### src/rtl/fp32_serial_mul.sv
// Serial-load binary32 multiplier.
// Each operand arrives as BUS_W-bit beats, most-significant beat first: A, then B.
// The product is formed in one cycle (MUL), then normalised, rounded and
// classified in a second cycle (NORM). The result is returned on dataOut/err
// together with a one-cycle r_o pulse.
module fp32_serial_mul #(
  parameter int BUS_W    = 16,
  parameter bit ROUND_NE = 1'b1
) (
  input  logic             clk,
  input  logic             reset,
  input  logic             R_I,
  input  logic [BUS_W-1:0] dataIn,
  output logic [31:0]      dataOut,
  output logic             r_o,
  output logic [1:0]       err,
  output logic             busy
);

  localparam int         NBEATS    = 32 / BUS_W;
  localparam logic [2:0] LAST_BEAT = 3'(NBEATS - 1);

  typedef enum logic [1:0] {LDA, LDB, MUL, NORM} state_t;

  state_t      state;
  logic [2:0]  beat_cnt;
  logic [31:0] opa, opb;
  logic [31:0] opa_shift, opb_shift;

  // MUL -> NORM stage registers
  logic               sign_p1;
  logic signed [9:0]  exp_p1;
  logic [47:0]        prod_p1;
  logic               nan_p1, inf_p1, zero_p1;

  // NORM stage combinational result
  logic [32:0]        nr_p2;
  logic signed [9:0]  fin_exp_p2;
  logic [31:0]        res_p2;
  logic [1:0]         err_p2;

  // Operand field decode
  logic [7:0]  ea, eb;
  logic [22:0] ma, mb;
  logic        a_zero, b_zero, a_inf, b_inf, a_nan, b_nan;

  // Beat shifting; a full-width bus simply replaces the operand
  generate
    if (BUS_W == 32) begin : g_full
      assign opa_shift = dataIn;
      assign opb_shift = dataIn;
    end else begin : g_narrow
      assign opa_shift = {opa[31-BUS_W:0], dataIn};
      assign opb_shift = {opb[31-BUS_W:0], dataIn};
    end
  endgenerate

  assign ea     = opa[30:23];
  assign eb     = opb[30:23];
  assign ma     = opa[22:0];
  assign mb     = opb[22:0];
  assign a_zero = (ea == 8'd0);
  assign b_zero = (eb == 8'd0);
  assign a_inf  = (ea == 8'hFF) && (ma == 23'd0);
  assign b_inf  = (eb == 8'hFF) && (mb == 23'd0);
  assign a_nan  = (ea == 8'hFF) && (ma != 23'd0);
  assign b_nan  = (eb == 8'hFF) && (mb != 23'd0);

  // Normalise the 48-bit product and round; returns {exp[9:0], mantissa[22:0]}.
  // A rounding carry out of the mantissa leaves an all-zero fraction and bumps exp.
  function automatic logic [32:0] norm_round(input logic [47:0] p,
                                             input logic signed [9:0] e);
    logic [22:0]       m;
    logic              g, s, up;
    logic signed [9:0] x;
    logic [23:0]       r;
    if (p[47]) begin
      m = p[46:24];
      g = p[23];
      s = |p[22:0];
      x = e + 10'sd1;
    end else begin
      m = p[45:23];
      g = p[22];
      s = |p[21:0];
      x = e;
    end
    up = ROUND_NE && g && (s || m[0]);
    r  = {1'b0, m} + {23'd0, up};
    if (r[23]) x = x + 10'sd1;
    return {x, r[22:0]};
  endfunction

  // Classify the NORM-stage result; special operands take priority over range checks
  always_comb begin
    nr_p2      = norm_round(prod_p1, exp_p1);
    fin_exp_p2 = nr_p2[32:23];
    res_p2     = {sign_p1, fin_exp_p2[7:0], nr_p2[22:0]};
    err_p2     = 2'b00;
    if (nan_p1) begin
      res_p2 = 32'h7FC0_0000;
      err_p2 = 2'b11;
    end else if (inf_p1) begin
      res_p2 = {sign_p1, 8'hFF, 23'd0};
      err_p2 = 2'b01;
    end else if (zero_p1) begin
      res_p2 = {sign_p1, 31'd0};
      err_p2 = 2'b00;
    end else if (fin_exp_p2 >= 10'sd255) begin
      res_p2 = {sign_p1, 8'hFF, 23'd0};
      err_p2 = 2'b01;
    end else if (fin_exp_p2 <= 10'sd0) begin
      res_p2 = {sign_p1, 31'd0};
      err_p2 = 2'b10;
    end
  end

  // Control FSM with operand loading, product stage and registered result
  always_ff @(posedge clk or posedge reset) begin
    if (reset) begin
      state    <= LDA;
      beat_cnt <= 3'd0;
      opa      <= 32'd0;
      opb      <= 32'd0;
      sign_p1  <= 1'b0;
      exp_p1   <= 10'sd0;
      prod_p1  <= 48'd0;
      nan_p1   <= 1'b0;
      inf_p1   <= 1'b0;
      zero_p1  <= 1'b0;
      dataOut  <= 32'd0;
      err      <= 2'b00;
      r_o      <= 1'b0;
      busy     <= 1'b0;
    end else begin
      r_o <= 1'b0;
      case (state)
        LDA: begin
          if (R_I && !busy) begin
            opa <= opa_shift;
            if (beat_cnt == LAST_BEAT) begin
              beat_cnt <= 3'd0;
              state    <= LDB;
            end else begin
              beat_cnt <= beat_cnt + 3'd1;
            end
          end
        end
        LDB: begin
          if (R_I && !busy) begin
            opb <= opb_shift;
            if (beat_cnt == LAST_BEAT) begin
              beat_cnt <= 3'd0;
              state    <= MUL;
              busy     <= 1'b1;
            end else begin
              beat_cnt <= beat_cnt + 3'd1;
            end
          end
        end
        // ---- stage p1: mantissa product, exponent sum, special-case flags
        MUL: begin
          prod_p1 <= 48'({1'b1, ma}) * 48'({1'b1, mb});
          exp_p1  <= $signed({2'b00, ea}) + $signed({2'b00, eb}) - 10'sd127;
          sign_p1 <= opa[31] ^ opb[31];
          nan_p1  <= a_nan || b_nan || (a_inf && b_zero) || (b_inf && a_zero);
          inf_p1  <= a_inf || b_inf;
          zero_p1 <= a_zero || b_zero;
          state   <= NORM;
        end
        // ---- stage p2: normalised, rounded, classified result
        NORM: begin
          dataOut <= res_p2;
          err     <= err_p2;
          r_o     <= 1'b1;
          busy    <= 1'b0;
          state   <= LDA;
        end
        default: state <= LDA;
      endcase
    end
  end

endmodule
### config.mk
export PLATFORM = sky130hd
export DESIGN_NAME = fp32_serial_mul
export DESIGN_NICKNAME = d
export VERILOG_FILES = /design/src/rtl/fp32_serial_mul.sv
export SDC_FILE = /design/constraint.sdc
export NUM_CORES = 2
export LEC_CHECK = 0
export ABC_AREA = 0
export BUFFER_PORTS_ARGS = -buffer_cell sky130_fd_sc_hd__buf_4
export CAP_MARGIN = 20
export CORE_MARGIN = 2
export CORE_UTILIZATION = 50
export CTS_CLUSTER_DIAMETER = 40
export DETAILED_ROUTE_END_ITERATION = 7
export PLACE_DENSITY = 0.69
export SETUP_SLACK_MARGIN = 0.2
export SLEW_MARGIN = 5
export SYNTH_ARGS = -nofsm -noshare
export SYNTH_HDL_FRONTEND = slang
export SYNTH_SLANG_ARGS = --single-unit
### constraint.sdc
create_clock -name clk -period 8.6 [get_ports clk]
set_input_delay 1.29 -clock clk [delete_from_list [all_inputs] [get_ports clk]]
set_output_delay 1.29 -clock clk [all_outputs]
set_load 0.05 [all_outputs]
== After elaboration in Yosys (flattened, before gate mapping) ==
Index checks and enable logic that the tools add are counted.

* Bitwise operators: 1
* $add $sub $neg: 6
* Equal/unequal tests: 10
* Multiply operators: 1
* Magnitude comparators: 2
* Reduce and logical (&&, ||, !) cells: 31
* Mux-type cells: 25

{| class="wikitable"
|+ Operators by type and width
! operator !! count
|-
| $mux 31 || 4
|-
| $mul 24x24->48 || 1
|-
| $logic_not 23->1 || 2
|-
| $reduce_bool 23->1 || 2
|-
| $mux 32 || 1
|-
| $add 23x1->24 || 1
|-
| $mux 23 || 1
|-
| $reduce_or 23->1 || 1
|-
| $reduce_or 22->1 || 1
|-
| $add 10x2->10 const B || 2
|-
| $mux 10 || 2
|-
| $mux 2 || 9
|-
| $eq 8x8->1 const B || 2
|-
| $logic_not 8->1 || 2
|-
| $ge 10x9->1 const B || 1
|-
| $le 10x1->1 const B || 1
|-
| $sub 9x7->10 const B || 1
|-
| $add 8x8->9 || 1
|-
| $logic_and 1x1->1 || 8
|-
| $ne 2x2->1 const B || 4
|-
| $pmux 2 s4 || 1
|-
| $logic_or 1x1->1 || 6
|-
| $reduce_and 2->1 || 3
|-
| $mux 1 || 5
|-
| 13 further kinds || 14
|}

* Bits of input ports: 19
* Bits in registers: 167
* Output and inout bits: 36
* Word-level logic and storage cells: 90

== Depth between registers and ports, before layout ==
* Word-level depth: 12
* Gate-level depth with buffers: 28
* Gate-level depth less buffers: 25

== Worst setup path after synthesis ==
OpenSTA, ideal clock, no wires.

* Path type: register to register
* From: register opb[4]
* To: register prod_p1[46]
* Stages on the path, launching flop included: 29
* Required time: 8.531 ns
* Data arrival time: 7.144 ns
* Setup slack: 1.386 ns
* Buffers on the path: 3
* Library setup time: 0.069 ns
* Period minus slack after synthesis: 7.214 ns
* Cell sequence: dfrtp_1 -> clkbuf_1 -> clkbuf_1 -> nand2_1 -> fa_1 -> inv_1 -> fa_1 -> inv_1 -> fa_1 -> inv_1 -> fa_1 -> inv_1 -> fa_1 -> inv_1 -> fa_1 -> inv_1 -> fa_1 -> inv_1 -> ha_1 -> clkbuf_1 -> and3_1 -> and3_1 -> inv_1 -> o211ai_1 -> a31oi_1 -> o41ai_1 -> a211oi_1 -> or4_1 -> nand3_1

* Cells in the longest elaborated chain, start to end: 1

{| class="wikitable"
|+ Ends and longest elaborated chain
! what !! line !! RTL
|-
| start, declared || 27 || <nowiki>logic [31:0] opa, opb;</nowiki>
|-
| start signal, assigned || 151 || <nowiki>opb <= opb_shift;</nowiki>
|-
| $mul 24x24->48 || 163 || <nowiki>prod_p1 <= 48'({1'b1, ma}) * 48'({1'b1, mb});</nowiki>
|-
| end signal, assigned || 163 ||
|-
| end, declared || 33 || <nowiki>logic [47:0] prod_p1;</nowiki>
|}

Every way passes these cells.
A chain may end at the register's enable or synchronous reset.

== Worst setup path in the final report ==
* From: register opb[0]
* To: register prod_p1[47]

Same word-level chain as after synthesis.

==> results.json <==
{
  "p_sw_mw": 0.372,
  "ant_nets": 0,
  "grt_max_degree": 93,
  "drt_iter0_drc": 1589,
  "vdd_drop_max_mv": 0.141,
  "grt_pass1_wl_um": 124000,
  "synth-main-ff-cell": "dfrtp_1",
  "rsz0062_at_grt": "no",
  "hp-class": "reg2reg",
  "detail_route.wl_per_cell_um": 21.2,
  "fp.coreArea_sq_um": 54800,
  "cts_tree": "done",
  "die_h_um": 239,
  "cp.required_ns": 8.89,
  "p_clk_share_pct": 50.7,
  "avgSynthCellArea_sq_um": 9.27,
  "setup_viol": 0,
  "final_net_count": 3669,
  "wl_um": 78300,
  "ios": 55,
  "clk_latency_ns": 0.44,
  "hpwl_um": 61700,
  "cts_buffers": 17,
  "ys_seq_area_share_pct": 15.2,
  "syn2layout_area_growth_pct": 6.96,
  "dieArea_sq_um": 57000,
  "synth-simple-area-share_pct": 15.5,
  "pwr_density_cell_nw_per_um2": 56.2,
  "antenna_found_initial": 0,
  "endpoint_kind": "flop",
  "place_congestion": 0.974,
  "drive_gt1_share_pct": 9.88,
  "cts_htree_levels": 4,
  "synth_async_sr_flop_share_pct": 100,
  "synth-compound-area-share_pct": 7.54,
  "drc": 0,
  "finClkSkew_ns": 0.0165,
  "synth_adder_area_share_pct": 43.9,
  "vias_per_cell": 5.58,
  "synthCells": 2973,
  "path_clk_slew_ns": 0.07,
  "worst-path-max-fanout": 18,
  "crit_type": "reg2reg",
  "die_x_um": 239,
  "start_kind": "flop",
  "tightest_slew_ns": 1.05,
  "status": "finished, final reports clean",
  "synth_seq_cells": 167,
  "syn_nets": 3670,
  "yosysWarnings": 0,
  "stdcell_area_sq_um": 29500,
  "synth_mux_area_share_pct": 4.37,
  "finalSetupTns_ns": 0,
  "drv_cap": 0,
  "cts-root-buf": "clkbuf_16",
  "synthXorXnorAreaFrac_pct": 2.72,
  "relSlewSlack_pct": 30.0,
  "synth_edf_count": 0,
  "first_pass_iters": 5,
  "grt_pass1_vias": 22200,
  "synth_top_family_by_area": "adder cells",
  "leakagePower_nw": 14.7,
  "vias": 20600,
  "final_common_cell": "inv_1",
  "pwr-share-comb_pct": 1.8,
  "track_usage_pct": 28.5,
  "min_period_over_period_pct": 93.5,
  "cts.sinks": 167,
  "yosys.cell_types.count": 78,
  "maxSlewViolCount": 0,
  "cp.arrival_ns": 8.34,
  "placed_cell_area_sq_um": 28800,
  "rows": 86,
  "syn_area_sq_um": 27600,
  "clockBufferDepth": 2,
  "start_util_pct": 50.3,
  "grt-ovfl-total": 0,
  "internal-power_mw": 1.28,
  "portBuffers": 54,
  "hold_ws_ns": 0.495,
  "diodes": 0,
  "hold_viol": 0,
  "p_seq_share_pct": 47.4,
  "fin_crit_ns": 8.04,
  "p_sw_share_pct": 22.5,
  "clock.fmax_mhz": 124,
  "mostFrequentLayoutCells": "inv_1, fa_1, nand2_1"
}
==> power by group through the flow <==
stage	combinational, mW	clock [mW]	sequential (mW)
floorplan	0.0116	0	0.800
global placement	0.0293	0	0.800
detailed placement	0.0299	0	0.800
CTS	0.0299	0.847	0.785
global route	0.0338	0.882	0.785
finish	0.0305	0.840	0.785
==> registers in the layout (all words and copies together), names as in the netlist, 2 cells and up <==
name      cells
beat_cnt      3
prod_p1      48
dataOut      32
opa          32
exp_p1       10
state         2
err           2
opb          32
==> metal layers <==
metal | GRT usage, % | wire (um)
met5 | 0 | 0
met4 | 11.6 | 3680
met3 | 5.17 | 5960
met2 | 45.7 | 35600
met1 | 38.4 | 33000
==> critical path: stages (launching register included) <==
cell and delay, ns:
dfrtp_1 0.81, clkinv_1 0.54, nor2_1 0.28, fa_1 0.44, fa_1 0.57, inv_1 0.06
fa_1 0.50, fa_1 0.51, inv_1 0.05, fa_1 0.49, fa_1 0.49, inv_1 0.05
fa_1 0.47, inv_1 0.04, ha_1 0.38, inv_1 0.12, a31oi_1 0.19, a311o_1 0.18
nor4b_1 0.09, o41ai_1 0.79, a32oi_1 0.31, o311ai_0 0.36, o211ai_1 0.14
==> cells by family after synthesis <==
group / count (synthesis)
adders and majority gates: 678
and+or+nand+nor: 855
AOI/OAI and AO/OA: 297
buffers and inverters: 783
xor gates and xnor gates: 84
muxes: 109
DFF: 167
==> cell usage after synthesis (9+ instances only) <==
master / number / area (sq um)
inv_1: 634 / 2380
fa_1: 483 / 9670
nand2_1: 339 / 1270
and2_1: 253 / 1580
ha_1: 195 / 2440
dfrtp_1: 167 / 4180
clkbuf_1: 131 / 492
nor2_1: 105 / 394
mux2_2: 91 / 1020
o21ai_0: 72 / 360
a21oi_1: 62 / 310
xnor2_1: 60 / 526
a21o_1: 28 / 210
nand3_1: 27 / 135
nand4_1: 25 / 156
xor2_1: 23 / 201
nor3_1: 20 / 100
nor4_1: 20 / 125
o22ai_2: 20 / 250
mux2i_1: 18 / 180
a211oi_1: 13 / 97.6
o211ai_1: 12 / 90.1
a31oi_1: 10 / 62.6
nand2b_1: 10 / 62.6
nor2b_1: 9 / 56.3
o21a_1: 9 / 67.6
==> through the flow <==
step	power, mW	std cells	setup WS (ns)	utilization [%]
CTS	1.66	3687	0.512	53.7
global route	1.70	3689	0.202	53.8
global placement	0.829	3655	0.718	52.6
detailed placement	0.830	3655	0.549	52.6
floorplan	0.812	2973	1.39	-
finish	1.66	3689	0.559	53.8
==> timing repair <==
action | 4_1_cts | 5_1_grt
setup buffers | 0 | 0
endpoints found under the hold margin | 0 | 0
hold buffers | 0 | 0
endpoints found under the setup margin | 0 | 1
gates resized for setup | 0 | 1
==> area by class of cell <==
cell class,instances,area [sq um]
sequential,167,4180
clock inverter,10,144
timing repair buffer,124,971
clock buffer,22,484
tap,704,881
multi-input combinational,2023,20400
inverter,639,2400
fill,4906,25300
==> path summary, 6_finish.rpt <==
check / start / slack (ns) / cells after the start / endpoint
max: opb[0] / 0.56 / 22 / prod_p1[47]
min: prod_p1[14] / 0.50 / 2 / prod_p1[14]
max reg2reg: opb[0] / 0.56 / 22 / prod_p1[47]
min reg2reg: prod_p1[14] / 0.50 / 2 / prod_p1[14]
max in group asynchronous: reset / 6.24 / 4 / opa[2]
min in group asynchronous: reset / 1.02 / 2 / dataOut[30]
No activity file was read; power rests on OpenSTA's default activity.
